===== src/rtl/nbcac_10di_encoder_seq.sv =====
// nbcac_10di_encoder_seq
//   Sequential NBCAC encoder: maps a 10-bit data word v to a 14-bit codeword d[14:1].
//   The weights are d1=1 and then 466,288,178,110,68,42,26,16,10,6,4,2,2 for d2..d14.
//
//   Encoding takes one weight per clock.
//   - d1 takes v[0].
//   - The remaining even part, v[9:1], is greedily decomposed over the half-weights for k=2..14.
//     That decomposition is exact for 0..511, so rem always ends at 0.
//
//   Handshake semantics, shared by both ports:
//   - A transfer happens on a rising edge where valid and ready are both high.
//   - in_ready is high only in IDLE. in_valid in ENC or DONE is ignored, not queued.
//   - out_valid is high only in DONE, and d is held stable until out_ready completes the transfer.
//   - In DONE, only the output transfer can complete; a new word waits for the next IDLE cycle.
//
//   Optional feature: define NBCAC_ENC_SELFCHECK_EN to add the chk_err output.
//   - An inline weighted-sum decoder recomputes v from the finished codeword.
//   - chk_err flags a mismatch for the whole DONE state and clears when the state leaves DONE.
//
//   DW and CW exist for documentation only; only DW=10 and CW=14 are supported.
module nbcac_10di_encoder_seq #(
  parameter int DW = 10,
  parameter int CW = 14
) (
  input  logic          clk,
  input  logic          rst_n,
  input  logic          in_valid,
  output logic          in_ready,
  input  logic [DW-1:0] v,
  output logic          out_valid,
  input  logic          out_ready,
  output logic [CW-1:0] d
`ifdef NBCAC_ENC_SELFCHECK_EN
  ,
  output logic          chk_err
`endif
);

  typedef enum logic [1:0] {
    ST_IDLE = 2'd0,
    ST_ENC  = 2'd1,
    ST_DONE = 2'd2
  } state_t;

  state_t        state_q;
  state_t        state_d;
  logic [3:0]    k_q;       // index of the codeword bit decided on the next ENC edge
  logic [8:0]    rem_q;     // remaining half-value still to be decomposed
  logic [CW-1:0] cw_q;      // shadow codeword, exposed on d only in DONE
  logic [8:0]    h_k;       // half-weight for the current k
  logic          accept;
  logic          last_k;

  assign accept = (state_q == ST_IDLE) && in_valid;
  assign last_k = (k_q == 4'd14);

  // Half-weight lookup for the bit currently being decided.
  always_comb begin
    h_k = 9'd0;
    case (k_q)
      4'd2:    h_k = 9'd233;
      4'd3:    h_k = 9'd144;
      4'd4:    h_k = 9'd89;
      4'd5:    h_k = 9'd55;
      4'd6:    h_k = 9'd34;
      4'd7:    h_k = 9'd21;
      4'd8:    h_k = 9'd13;
      4'd9:    h_k = 9'd8;
      4'd10:   h_k = 9'd5;
      4'd11:   h_k = 9'd3;
      4'd12:   h_k = 9'd2;
      4'd13:   h_k = 9'd1;
      4'd14:   h_k = 9'd1;
      default: h_k = 9'd0;
    endcase
  end

  // State register; an asynchronous reset drops any partial word.
  always_ff @(posedge clk or negedge rst_n) begin
    if (!rst_n) begin
      state_q <= ST_IDLE;
    end else begin
      state_q <= state_d;
    end
  end

  // Next-state logic: accept in IDLE, 13 ENC edges, then hold until the consumer takes d.
  always_comb begin
    state_d = state_q;
    case (state_q)
      ST_IDLE: if (in_valid)  state_d = ST_ENC;
      ST_ENC:  if (last_k)    state_d = ST_DONE;
      ST_DONE: if (out_ready) state_d = ST_IDLE;
      default:                state_d = ST_IDLE;
    endcase
  end

  // Output logic: d is forced to zero except while the codeword is being offered.
  always_comb begin
    in_ready  = (state_q == ST_IDLE);
    out_valid = (state_q == ST_DONE);
    d         = (state_q == ST_DONE) ? cw_q : '0;
  end

  // Datapath: capture on accept, then one greedy compare/subtract per ENC edge.
  always_ff @(posedge clk or negedge rst_n) begin
    if (!rst_n) begin
      k_q   <= 4'd0;
      rem_q <= 9'd0;
      cw_q  <= '0;
    end else if (accept) begin
      cw_q  <= {13'd0, v[0]};
      rem_q <= v[9:1];
      k_q   <= 4'd2;
    end else if (state_q == ST_ENC) begin
      if (rem_q >= h_k) begin
        cw_q[k_q - 4'd1] <= 1'b1;
        rem_q            <= rem_q - h_k;
      end
      k_q <= k_q + 4'd1;
    end
  end

`ifdef NBCAC_ENC_SELFCHECK_EN
  localparam logic [10:0] WEIGHT [14] = '{
    11'd1,   11'd466, 11'd288, 11'd178, 11'd110, 11'd68, 11'd42,
    11'd26,  11'd16,  11'd10,  11'd6,   11'd4,   11'd2,  11'd2
  };

  logic [DW-1:0] v_cap;
  logic [10:0]   v_sum;

  // Keep the accepted word for comparison against the decoded codeword.
  always_ff @(posedge clk or negedge rst_n) begin
    if (!rst_n) begin
      v_cap <= '0;
    end else if (accept) begin
      v_cap <= v;
    end
  end

  // Weighted-sum decode of the shadow codeword.
  always_comb begin
    v_sum = 11'd0;
    for (int i = 0; i < 14; i++) begin
      if (cw_q[i]) v_sum = v_sum + WEIGHT[i];
    end
  end

  // Flag a mismatch only while the codeword is offered.
  always_comb begin
    chk_err = (state_q == ST_DONE) && (v_sum != {1'b0, v_cap});
  end
`endif

endmodule


===== config.mk =====
export PLATFORM = sky130hd
export DESIGN_NAME = nbcac_10di_encoder_seq
export DESIGN_NICKNAME = d
export VERILOG_FILES = /design/src/rtl/nbcac_10di_encoder_seq.sv
export SDC_FILE = /design/constraint.sdc
export NUM_CORES = 1
export LEC_CHECK = 0
export CAP_MARGIN = 40
export CORE_ASPECT_RATIO = 0.8
export CORE_MARGIN = 2
export CORE_UTILIZATION = 33
export DETAILED_ROUTE_END_ITERATION = 8
export MAX_ROUTING_LAYER = met4
export RECOVER_POWER = 100
export SETUP_SLACK_MARGIN = 0.1
export SYNTH_ARGS = -nofsm -noshare
export SYNTH_HDL_FRONTEND = slang
export SYNTH_SLANG_ARGS = --single-unit
export TNS_END_PERCENT = 100

===== constraint.sdc =====
create_clock -name clk -period 6.6 [get_ports clk]
set_clock_uncertainty 0.1 [all_clocks]
set_input_delay 0.66 -clock clk [delete_from_list [all_inputs] [get_ports clk]]
set_output_delay 0.66 -clock clk [all_outputs]
set_load 0.05 [all_outputs]

==> flow_summary_export.csv <==
group,metric,value,unit
floorplan,die_x,94.5,um
finish,layout_commonest_cell,"dfrtp_1",
routing,vias_per_cell,5.11,
routing,drc,0,
worst_setup_path,slowest_delay,1.03,ns
clock_tree,ctsRootBufferMaster,"clkbuf_8",
synth,synthesis.area,2160,um2
finish,layout.nets,290,
worst_setup_path,timing.critical_path.buf_inv,1,
synth,synth.yosys.warnings,0,
routing,ant_nets,0,
run_status,failed_checks,"max-capacitance violations, max-slew violations",
timing,relSlewSlack,-0.0778,
finish,layout-drive-gt1-share,0.0843,
timing,rsz0062_at_grt,"no",
worst_setup_path,timing.critical_path.fanout_max,12,
placement,placed_area,2510,um2
global_route,largest_net_degree_at_the_start_of_global_routing,30,
finish,mostFrequentLayoutCells,"dfrtp_1, nand2_1, dlygate4sd3_1",
timing,period_needed,4.02,ns
global_route,global_route.overflow_total,0,
clock_tree,tritoncts_clock_tree,"built",
routing,drt-total-wl,4910,um
placement,gp_congestion,0.846,
global_route,grt_pass1_vias,1683,
worst_setup_path,end_kind,"register",
worst_setup_path,cell_chain_of_the_critical_path,"inv_1 > ha_1 > mux4_2 > ha_1 > nand3b_1 > a21oi_1 > o21bai_1 > a21oi_1 > mux2_2",
worst_setup_path,timing.critical_path.from_type,"register",
routing,routed_wire_length_per_instance,14.2,um
worst_setup_path,critPathKind,"reg -> reg",
synth,synth.distinct_cells,51,
worst_setup_path,required,6.68,ns
clock_tree,cts-htree-levels,2,
global_route,first_pass_grt_wire_length,8530,um
worst_setup_path,arrival,4.10,ns
timing,setup_tns,0,ns
clock_tree,cts.reportedPaths.clkPinSlew,0.06,ns
timing,final_min_period_over_clock_period,0.610,
synth,ys_seq_elements,29,
clock_tree,post_cts_hold_buffer_count,0,
floorplan,initial_utilization,0.339,
synth,synth_async_sr_flop_share,1.00,
run_status,outcome,"complete, but fails checks",
timing,achievable-frequency,0.249,GHz
timing,timing_hold_violations_final,0,
floorplan,core.rowCount,26,
worst_setup_path,worst_path_dominant_cell_family,"compound AO/OA/AOI/OAI gates",
finish,area.growth.synth_to_final,20.2,%
timing,tightest_slew,1.62,ns
routing,detailedRoute.firstIterationViolations,98,
min_path,hold_class,"reg -> reg",
clock_tree,worst_skew_pair.late_latency,0.29,ns
synth,number_of_flops_mapped_to_enable_cells_by_yosys,0,
worst_setup_path,worst_path_max_delay_cell,"a21oi_1",
finish,layout.cell_area.non_filler,2600,um2
finish,diodes,0,
floorplan,pin_count,30,
floorplan,floorplan_core_area,6380,um2
job,max_cap_viol_count,1,
placement,numPortBuffers,29,
timing,count_of_endpoints_failing_setup_in_the_final_report,0,
clock_tree,cts_setup_buffers,0,
global_route,grt_antenna_before_repair,0,
synth,synthesis.instances,233,
synth,syn_avg_cell_area,9.28,um2
placement,detailedPlacementHpwl,3750,um
routing,num_vias,1764,
floorplan,die_area,7220,um2
clock_tree,clock_path_buffers,2,
synth,yosysSeqAreaShare,0.335,
clock_tree,cts_sinks,29,
floorplan,die_height,76.4,um
synth,postSynth.topFlopCell,"dfrtp_1",
clock_tree,cts_resized,0,
global_route,grt_use_total,0.154,
timing,timing.final.max_slew_violations,30,
clock_tree,cts_made_buffers,5,
routing,drt_first_pass_iters,4,
synth,synth_nets,263,
==> synthesized netlist by cell type (2+ instances only) <==
| master | instances | area [um2] |
|---|---|---|
| nand3_1 | 6 | 30.0 |
| or3_1 | 2 | 12.5 |
| nand3b_1 | 2 | 15.0 |
| mux2_4 | 4 | 60.1 |
| o31ai_1 | 2 | 15.0 |
| o21ai_0 | 10 | 50.1 |
| mux2i_1 | 3 | 30.0 |
| a21oi_1 | 14 | 70.1 |
| a32o_1 | 6 | 60.1 |
| nor2_1 | 13 | 48.8 |
| nor2b_1 | 6 | 37.5 |
| nor3_1 | 2 | 10.0 |
| a22oi_1 | 2 | 15.0 |
| o21a_1 | 5 | 37.5 |
| ha_1 | 15 | 188 |
| inv_1 | 11 | 41.3 |
| a211oi_1 | 2 | 15.0 |
| dfrtp_1 | 29 | 726 |
| and2_1 | 15 | 93.8 |
| buf_6 | 3 | 33.8 |
| xnor2_1 | 3 | 26.3 |
| mux2_2 | 4 | 45.0 |
| o21ba_2 | 2 | 20.0 |
| o22ai_1 | 5 | 31.3 |
| or3b_2 | 3 | 26.3 |
| nand2_1 | 25 | 93.8 |
| buf_1 | 2 | 7.51 |
| nand2b_1 | 4 | 25.0 |
| a22o_1 | 6 | 52.6 |
| clkbuf_1 | 6 | 22.5 |
==> cell type report <==
class,count,area (um2)
flip-flops and latches,29,726
clock inverters,1,30.0
fillers,656,3780
clock buffers,7,86.3
inverters,11,41.3
well taps,84,105
multi-input cells,182,1310
repair buffers,31,298
==> state kept, by name (all words and copies together), names as in the netlist <==
signal,flops
cw_q,14
k_q,4
rem_q,9
state_q,2
==> cells by family (layout without fill, tap and decap cells) <==
group | count (synthesis) | after routing | share of synthesized area
AND/OR/NAND/NOR | 84 | 84 | 0.209
AO/OA/AOI/OAI | 67 | 67 | 0.226
flip-flops | 29 | 29 | 0.335
buffers and inverters | 22 | 50 | 0.0486
adder cells (fa/ha/maj) | 16 | 16 | 0.0960
multiplexers | 12 | 12 | 0.0729
XOR/XNOR | 3 | 3 | 0.0121
==> worst reg2reg max path: cells and delay by family (launching register included) <==
kind	cells	cell delay, ns
buffers and inverters	1	0.18
muxes	2	0.93
and+or+nand+nor	1	0.19
adders and majority gates	2	0.59
AOI/OAI and AO/OA	3	1.43
DFF	1	0.50
==> metrics by stage <==
stage	hold WS, ns	cells	utilization	setup slack [ns]
CTS	0.386	345	0.412	3.15
global placement	0.357	337	0.394	3.21
floorplan	0.264	233	-	3.54
global route	0.408	345	0.408	2.21
finish	0.379	345	0.408	2.58
detailed placement	0.372	337	0.394	3.16
==> final timing paths <==
| kind | start | to | slack, ns | depth (start not counted) |
|---|---|---|---|---|
| max | k_q[1]$_DFFE_PN0P_ | rem_q[5]$_DFFE_PN0P_ | 2.58 | 9 |
| min | cw_q[1]$_DFFE_PN0P_ | cw_q[1]$_DFFE_PN0P_ | 0.38 | 1 |
| max reg2reg | k_q[1]$_DFFE_PN0P_ | rem_q[5]$_DFFE_PN0P_ | 2.58 | 9 |
| min reg2reg | cw_q[1]$_DFFE_PN0P_ | cw_q[1]$_DFFE_PN0P_ | 0.38 | 1 |
| min in group asynchronous | rst_n | rem_q[5]$_DFFE_PN0P_ | 1.21 | 2 |
| max in group asynchronous | rst_n | cw_q[10]$_DFFE_PN0P_ | 4.25 | 2 |
==> layer usage <==
| layer | vias up | share of wire | GRT usage |
|---|---|---|---|
| li1 | 901 | - | - |
| met1 | 825 | 0.52 | 0.224 |
| met2 | 33 | 0.42 | 0.208 |
| met3 | 5 | 0.042 | 0.0406 |
| met4 | 0 | 0.015 | 0.0478 |
| met5 | - | 0 | - |
Power is left out: the tool's default activity adds up to more than one toggle a clock period on the data nets, which glitch-free logic cannot reach.
